--- src/rtl/uart_arb_pkg.sv ---
// Shared definitions for the UART transmit arbiter: state encodings and ASCII constants.
// Optional feature macro: UART_ARB_PREFIX_EN (adds the PFX0/PFX1 line-prefix states).
package uart_arb_pkg;

   localparam logic [2:0] ST_IDLE  = 3'd0;
   localparam logic [2:0] ST_ISSUE = 3'd1;
   localparam logic [2:0] ST_DRAIN = 3'd2;
   localparam logic [2:0] ST_PFX0  = 3'd3;
   localparam logic [2:0] ST_PFX1  = 3'd4;

   localparam logic [7:0] NL         = 8'h0A;
   localparam logic [7:0] COLON      = 8'h3A;
   localparam logic [7:0] ASCII_ZERO = 8'h30;

   typedef enum logic [2:0] {
      StIdle  = ST_IDLE,
      StIssue = ST_ISSUE,
      StDrain = ST_DRAIN
`ifdef UART_ARB_PREFIX_EN
      ,
      StPfx0  = ST_PFX0,
      StPfx1  = ST_PFX1
`endif
   } arb_state_e;

endpackage

--- src/rtl/uart_rr_pick.sv ---
// Combinational round-robin picker: first set bit of valid scanning ptr, ptr+1, ... (mod N_REQ).
module uart_rr_pick
   import uart_arb_pkg::*;
#(
   parameter int unsigned N_REQ = 2,
   localparam int unsigned IDW  = (N_REQ > 1) ? $clog2(N_REQ) : 1
) (
   input  logic [N_REQ-1:0] valid,
   input  logic [IDW-1:0]   ptr,
   output logic [IDW-1:0]   grant,
   output logic             any
);

   // Walk the requesters starting at ptr with wrap-around; first hit wins.
   always_comb begin
      logic [IDW-1:0] idx;
      grant = '0;
      any   = 1'b0;
      idx   = ptr;
      for (int unsigned k = 0; k < N_REQ; k++) begin
         if (!any && valid[idx]) begin
            any   = 1'b1;
            grant = idx;
         end
         idx = (idx == IDW'(N_REQ - 1)) ? '0 : idx + IDW'(1);
      end
   end

endmodule

--- src/rtl/uart_tx_arbiter.sv ---
// Shares one byte-serial UART transmitter between N_REQ requesters with round-robin grant and a
// per-line lock (held until '\n' or LOCK_TIMEOUT idle cycles).
// Optional feature macro: UART_ARB_PREFIX_EN (prefixes each new line with "<index>:").
module uart_tx_arbiter
   import uart_arb_pkg::*;
#(
   parameter int unsigned N_REQ        = 2,
   parameter int unsigned LOCK_TIMEOUT = 4096,
   localparam int unsigned TO_W        = $clog2(LOCK_TIMEOUT + 1),
   localparam int unsigned IDW         = (N_REQ > 1) ? $clog2(N_REQ) : 1
) (
   input  logic               clk,
   input  logic               rst_n,
   input  logic [N_REQ-1:0]   req_valid,
   input  logic [8*N_REQ-1:0] req_data,
   output logic [N_REQ-1:0]   req_ready,
   output logic [7:0]         tx_data,
   output logic               tx_we,
   input  logic               tx_ready,
   output logic [IDW-1:0]     owner,
   output logic               locked
);

   arb_state_e     state;
   logic [TO_W-1:0] to_cnt;
   logic [IDW-1:0] rr_ptr;
   logic [IDW-1:0] pick_idx;
   logic           pick_any;
   logic           grant_en;
   logic [IDW-1:0] grant_idx;
   logic [IDW-1:0] next_ptr;
   logic [7:0]     req_bytes [N_REQ];
`ifdef UART_ARB_PREFIX_EN
   logic [7:0]     data_hold;
   logic [1:0]     pfx_left;   // prefix bytes still owed before the data byte
`endif

   uart_rr_pick #(
      .N_REQ (N_REQ)
   ) u_pick (
      .valid (req_valid),
      .ptr   (rr_ptr),
      .grant (pick_idx),
      .any   (pick_any)
   );

   // Byte view of the packed request data bus.
   always_comb begin
      for (int unsigned i = 0; i < N_REQ; i++) begin
         req_bytes[i] = req_data[8*i +: 8];
      end
   end

   // Grant decision, only meaningful in IDLE with the transmitter ready.
   always_comb begin
      grant_en  = 1'b0;
      grant_idx = pick_idx;
      if (state == StIdle && tx_ready) begin
         if (locked) begin
            if (req_valid[owner]) begin
               grant_en  = 1'b1;
               grant_idx = owner;
            end
         end else begin
            grant_en = pick_any;
         end
      end
   end

   assign next_ptr = (grant_idx == IDW'(N_REQ - 1)) ? '0 : grant_idx + IDW'(1);

   // Arbiter FSM with registered transmitter/requester outputs.
   always_ff @(posedge clk or negedge rst_n) begin
      if (!rst_n) begin
         state     <= StIdle;
         req_ready <= '0;
         tx_data   <= '0;
         tx_we     <= 1'b0;
         owner     <= '0;
         locked    <= 1'b0;
         rr_ptr    <= '0;
         to_cnt    <= '0;
`ifdef UART_ARB_PREFIX_EN
         data_hold <= '0;
         pfx_left  <= '0;
`endif
      end else begin
         req_ready <= '0;
         unique case (state)
            StIdle: begin
               if (grant_en) begin
                  owner  <= grant_idx;
                  locked <= 1'b1;
                  to_cnt <= '0;
                  rr_ptr <= next_ptr;
                  tx_we  <= 1'b1;
`ifdef UART_ARB_PREFIX_EN
                  if (!locked) begin
                     // New line: send "<g>:" first; data byte is captured now.
                     tx_data   <= ASCII_ZERO + 8'(grant_idx);
                     data_hold <= req_bytes[grant_idx];
                     pfx_left  <= 2'd2;
                     state     <= StPfx0;
                  end else begin
`else
                  begin
`endif
                     tx_data              <= req_bytes[grant_idx];
                     req_ready[grant_idx] <= 1'b1;
                     state                <= StIssue;
                  end
               end else if (tx_ready && locked) begin
                  // Owner idle while holding the lock: count towards release.
                  if (to_cnt + TO_W'(1) == TO_W'(LOCK_TIMEOUT)) begin
                     locked <= 1'b0;
                     to_cnt <= '0;
                  end else begin
                     to_cnt <= to_cnt + TO_W'(1);
                  end
               end
            end
`ifdef UART_ARB_PREFIX_EN
            StIssue, StPfx0, StPfx1: begin
`else
            StIssue: begin
`endif
               if (!tx_ready) begin
                  tx_we <= 1'b0;
                  state <= StDrain;
               end
            end
            StDrain: begin
               if (tx_ready) begin
`ifdef UART_ARB_PREFIX_EN
                  if (pfx_left == 2'd2) begin
                     tx_data  <= COLON;
                     tx_we    <= 1'b1;
                     pfx_left <= 2'd1;
                     state    <= StPfx1;
                  end else if (pfx_left == 2'd1) begin
                     tx_data          <= data_hold;
                     tx_we            <= 1'b1;
                     req_ready[owner] <= 1'b1;
                     pfx_left         <= 2'd0;
                     state            <= StIssue;
                  end else begin
`else
                  begin
`endif
                     state <= StIdle;
                     if (tx_data == NL) begin
                        locked <= 1'b0;
                     end
                  end
               end
            end
            default: state <= StIdle;
         endcase
      end
   end

endmodule

--- config.mk ---
export PLATFORM = sky130hd
export DESIGN_NAME = uart_tx_arbiter
export DESIGN_NICKNAME = d
export VERILOG_FILES = /design/src/rtl/uart_arb_pkg.sv /design/src/rtl/uart_rr_pick.sv /design/src/rtl/uart_tx_arbiter.sv
export SDC_FILE = /design/constraint.sdc
export NUM_CORES = 1
export LEC_CHECK = 0
export BUFFER_PORTS_ARGS = -buffer_cell sky130_fd_sc_hd__buf_2
export CELL_PAD_IN_SITES_DETAIL_PLACEMENT = 0
export CELL_PAD_IN_SITES_GLOBAL_PLACEMENT = 1
export CORE_MARGIN = 2
export CORE_UTILIZATION = 43
export DETAILED_ROUTE_END_ITERATION = 10
export PLACE_DENSITY = 0.84
export SYNTH_ARGS = -nofsm -noshare
export SYNTH_HDL_FRONTEND = slang
export SYNTH_SLANG_ARGS = --single-unit
--- constraint.sdc ---
create_clock -name clk -period 3.2 [get_ports clk]
set_clock_uncertainty 0.2 [all_clocks]
set_input_delay 0.32 -clock clk [delete_from_list [all_inputs] [get_ports clk]]
set_output_delay 0.32 -clock clk [all_outputs]
set_load 0.01 [all_outputs]
Word level (Yosys, flattened, before mapping)
Index checks and enable logic that the tools add are counted.
{"block": "totals", "reg_bits": 30}
{"block": "op_classes", "reduce_logical": 14, "magnitude_cmp": 6, "addsub": 3, "bitwise_logic": 1, "mux": 41, "n_eq_ne": 10}
{"cell": "$mux 13", "n": 3}
{"cell": "$mux 1", "n": 26}
{"cell": "$mux 8", "n": 3}
{"cell": "$add 13x1->13 const B", "n": 1}
{"cell": "$eq 13x13->1 const B", "n": 1}
{"cell": "$mux 3", "n": 3}
{"cell": "$pmux 3 s3", "n": 1}
{"cell": "$eq 8x4->1 const B", "n": 1}
{"cell": "$lt 1x2->1 const B", "n": 4}
{"cell": "$ne 2x2->1 const B", "n": 4}
{"cell": "$ne 3x2->1 const B", "n": 2}
{"cell": "$reduce_and 3->1", "n": 2}
{"cell": "$reduce_bool 2->1", "n": 3}
{"cell": "$reduce_and 5->1", "n": 1}
{"cell": "$logic_and 1x1->1", "n": 4}
{"cell": "$mux 2", "n": 2}
{"cell": "$pmux 1 s2", "n": 2}
{"cell": "$reduce_and 2->1", "n": 2}
{"cell": "$eq 3x1->1 const B", "n": 1}
{"cell": "$eq 3x2->1 const B", "n": 1}
{"cell": "$logic_not 3->1", "n": 1}
{"cell": "$add 1x1->1 const B", "n": 2}
{"cell": "$ge 2x2->1 const B", "n": 1}
{"cell": "$not 1->2", "n": 1}
{"cell": "3 further kinds", "n": 3}

Longest topological paths before layout
{"block": "logic_depth", "word_depth": 15, "depth_mapped": 7, "ltp_nobuf": 7}

Cells and area by module
From an unflattened synthesis, not the netlist that was laid out.
{"block": "hier_totals", "hier_cells": 186, "hier_area_um2": 1790.5}
{"mod": "uart_tx_arbiter", "n_inst": 1, "seq_area_each_um2": 725.7, "area_per_inst_um2": 1773.0, "cells_each": 183}
{"mod": "uart_rr_pick", "n_inst": 1, "seq_area_each_um2": 0.0, "area_per_inst_um2": 17.5, "cells_each": 3}

Worst setup path before layout
OpenSTA, ideal clock, no wires.
{"block": "synth_timing", "path_type": "register to register", "startpoint": "register to_cnt[0]", "endpoint": "register to_cnt[0]", "stages_incl_launch_ff": 8, "t_arrival_ns": 1.769, "required_ns": 2.871, "period_less_slack_ns": 2.099, "setup_slack_ns": 1.101, "path_buffers": 0, "cell_sequence": "dfrtp_1 > ha_1 > nand4_1 > nor3_2 > a31oi_1 > or4_4 > nor2_2 > o41ai_2"}
{"block": "synth_between", "elab_chain_len": 5}
{"element": "start, declared", "line": "uart_tx_arbiter.sv:25", "text": "logic [TO_W-1:0] to_cnt;"}
{"element": "start signal, assigned", "line": "uart_tx_arbiter.sv:118", "text": "to_cnt <= to_cnt + TO_W'(1);"}
{"element": "$add 13x1->13 *", "line": "uart_tx_arbiter.sv:114, uart_tx_arbiter.sv:118"}
{"element": "$eq 13x13->1", "line": "uart_tx_arbiter.sv:114", "text": "if (to_cnt + TO_W'(1) == TO_W'(LOCK_TIMEOUT)) begin"}
{"element": "$mux 13 *", "line": "uart_tx_arbiter.sv:114"}
{"element": "$mux 13 *", "line": "uart_tx_arbiter.sv:112", "text": "end else if (tx_ready && locked) begin"}
{"element": "$mux 13 *", "line": "uart_tx_arbiter.sv:91", "text": "if (grant_en) begin"}
Mark *: on every way between the ends. The rest lies on a longest branch, timed or not. The select of a mux whose other input is x is not followed.
A chain may end at the register's enable or synchronous reset.

Final worst setup path
{"block": "layout_timing", "startpoint": "input port tx_ready", "endpoint": "register to_cnt[3]"}
{"block": "layout_between", "elab_chain_len": 4, "word_cells_on_any_way": 6, "cone_classes": "mux (2); reduce/logical (4)"}
{"element": "start, declared", "line": "uart_tx_arbiter.sv:19", "text": "input logic tx_ready,"}
{"element": "$logic_and 1x1->1", "line": "uart_tx_arbiter.sv:58", "text": "if (state == StIdle && tx_ready) begin"}
{"element": "$mux 1", "line": "uart_tx_arbiter.sv:58"}
{"element": "$reduce_bool 2->1 (no source line)"}
{"element": "$reduce_and 2->1 (no source line)"}
Parallel ways exist; a longest one is shown, timed or not.

==> out/metrics.cfg <==
[run_status]
run_status=finished clean

[worst_hold_path]
holdCritPathClass=in -> reg

[global_routing]
grt.total_usage=0.1867
antenna_found_initial=0
grt_max_degree=30
grt_pass1_vias=1253
grt.overflow.total=0
grt_pass1_wl_mm=5.858

[critical_path]
r2r-start=locked
crit_end=to_cnt[3]
startpoint=tx_ready
regToRegEndpoint=tx_data[4]
cp-start-kind=input port
worst_r2r_path_depth=5
cp_data_arrival_time_ps=2550
regToRegSetupSlack_ps=810
endpoint_kind=register
path_class=in -> reg
critPathRequiredTime_ps=3250
path_max_fanout=9

[timing]
final_hold_viol_count=0
worstMarginPinSlew_ps=665.7
setup_viol=0
fin_crit_ps=2496
rsz0062_at_grt=no
tns_ps=0
final_max_slew_viol_count=0
slew_headroom=0.5562
fmax_mhz=400.6
period_share=0.7801

[power]
ir_drop_uv=367.1
powerDensity_mw_per_mm2=722.4
p_sw_frac=0.3650
power_leakage_nw=0.8716
clkPwrFrac=0.237
switching_power_uw=487.0
intPower_uw=847.1
p_seq_frac=0.435
pwr-share-comb=0.328

[floorplan]
core_sq_mm=0.003390
placementRows=21
ios=34
fp.dieW_um=63.78
fp.dieH_um=63.78
die_area_sq_mm=0.004067
start_util=0.4533

[routing]
viasPerCell=5.668
routedWlPerCell_um=14.53
drtPass1Iterations=6
drcViolationCount=0
drtIter0Drc=118
vias=1383
ant_nets=0
wl_mm=3.546

[clock_network]
tritoncts=done
clkTransAtPathRegs_ps=100
clkLatencyLatePin_ps=330
cts.sinks=29
cts.repair.resized=0
h-tree-depth=2
clockRootBuffer=clkbuf_4
numCtsBuffers=5
clk_path_buf_depth=2
cts_setup_buffers=0

[job]
maxCapViolCount=0

[yosys]
synth_nets=181
synth_top_area_cell=dfrtp_1
avgSynthCellArea_sq_um=9.663
yosys-top-cells-area=dfrtp_1 (47%), a222oi_1 (5.2%), nand2_1 (4.6%)
ys.flop_type=dfrtp_1
syn_inst=159
synth_largest_type_area_fraction=0.4723
synth.distinct_cells=45
synth.yosys.warnings=0
synthArstFlopShare=1.000
synth-seq-area-share=0.4723
synth-edff-count=0
synth_seq_cells=29
netlist_area_sq_mm=0.001536

[layout]
postLayoutCoreUtil=0.5449
area_growth_pct=20.20
n_antenna_cell=0
finalNetCount=219
n_fill_cell=307
layout.cells.most_common=buf_2
final_cell_mix=buf_2 (33), dfrtp_1 (29), nand2_1 (19)
drive_above_1_share=0.2626

[place]
place_congestion=0.8257
port_buffers=33
dpl.hpwl_mm=2.507

[cell type report]
class | count | area (sq um) | share of cell area
clock inverters | 1 | 30.03 | 0.01626
well taps | 46 | 57.56 | 0.03117
repair buffers | 35 | 185.2 | 0.1003
clock buffers | 7 | 55.05 | 0.02981
inverters | 10 | 37.54 | 0.02033
multi-input cells | 116 | 755.7 | 0.4092
flip-flops and latches | 29 | 725.7 | 0.3930
[how the worst min path moves through the flow]
stage | startpoint | end | slack, ps | cells after the start
2_1_floorplan | rst_n | locked | -180 | 0
3_3_place_gp | rst_n | to_cnt[7] | 180 | 1
3_5_place_dp | rst_n | to_cnt[9] | 190 | 1
4_1_cts | req_data[8] | tx_data[0] | 9 | 3
5_1_grt | req_data[14] | tx_data[6] | 10 | 3
6_report | req_data[13] | tx_data[5] | 10 | 3
[metrics by stage]
stage	worst slack, ps	instance area [sq um]	std cells	hold slack, ps	power [mW]
floorplan	1101	1536	159	-175.6	0.8669
global placement	900.9	1742	234	184.5	1.008
detailed placement	875.9	1742	234	191.6	1.021
CTS	688.9	1847	244	8.774	1.343
global route	456.3	1847	244	11.60	1.433
finish	703.6	1847	244	12.28	1.334
[per-layer routing]
metal	GRT usage	up-vias	wire length, um
met1	0.2486	663	1556
met3	0.06514	7	256
met5	0	-	0
li1	-	664	-
met4	0.06793	0	82
met2	0.2816	49	1650
[logic make-up (layout without fill, tap and decap cells)]
family	count (synthesis)	in the layout	share of synthesized area
DFF	29	29	0.4723
and+or+nand+nor	63	63	0.2174
adders and majority gates	1	1	0.008142
xor gates and xnor gates	9	9	0.05619
buffers and inverters	14	53	0.03584
muxes	2	2	0.01303
AOI/OAI and AO/OA	41	41	0.1971
[critical path, cell delays in order]
cell and delay [ps]:
dlygate4sd3_1 520, buf_2 120, nor2b_1 230, nor2b_1 530, nand2_1 220, or3_2 440
a21oi_1 160
[flip-flops by register name (all words and copies together), names as in the netlist]
register and count:
locked 1, owner 1, req_ready 2, rr_ptr 1, state 2, to_cnt 13, tx_data 8, tx_we 1
[power groups by stage]
stage               Combinational [mW]  Clock, mW  Sequential [mW]
finish                           0.437      0.317            0.580
global route                     0.496      0.343            0.595
CTS                              0.442      0.323            0.578
detailed placement               0.436          0            0.585
global placement                 0.430          0            0.578
floorplan                        0.272          0            0.594
[cells in the mapped netlist, drive strengths merged, types with 2 or more instances]
cell    number
buf          2
and4         2
nor2b        2
nor3         3
o31ai        2
a211oi       2
nand2       19
clkbuf       2
xnor2        2
nand4        3
a31oi        2
inv         10
o211ai       2
o41ai        2
nor4bb       2
nand3        6
a21oi        5
and3         2
o21ai       11
a222oi       8
mux2i        2
xor2         7
nor2        19
dfrtp       29
[what timing repair did]
item / CTS / global route
hold buffers: 2 / 0
hold endpoints to repair: 30 / 0
endpoints found under the setup margin: 0 / 0
Power figures use the tool's default switching activity.
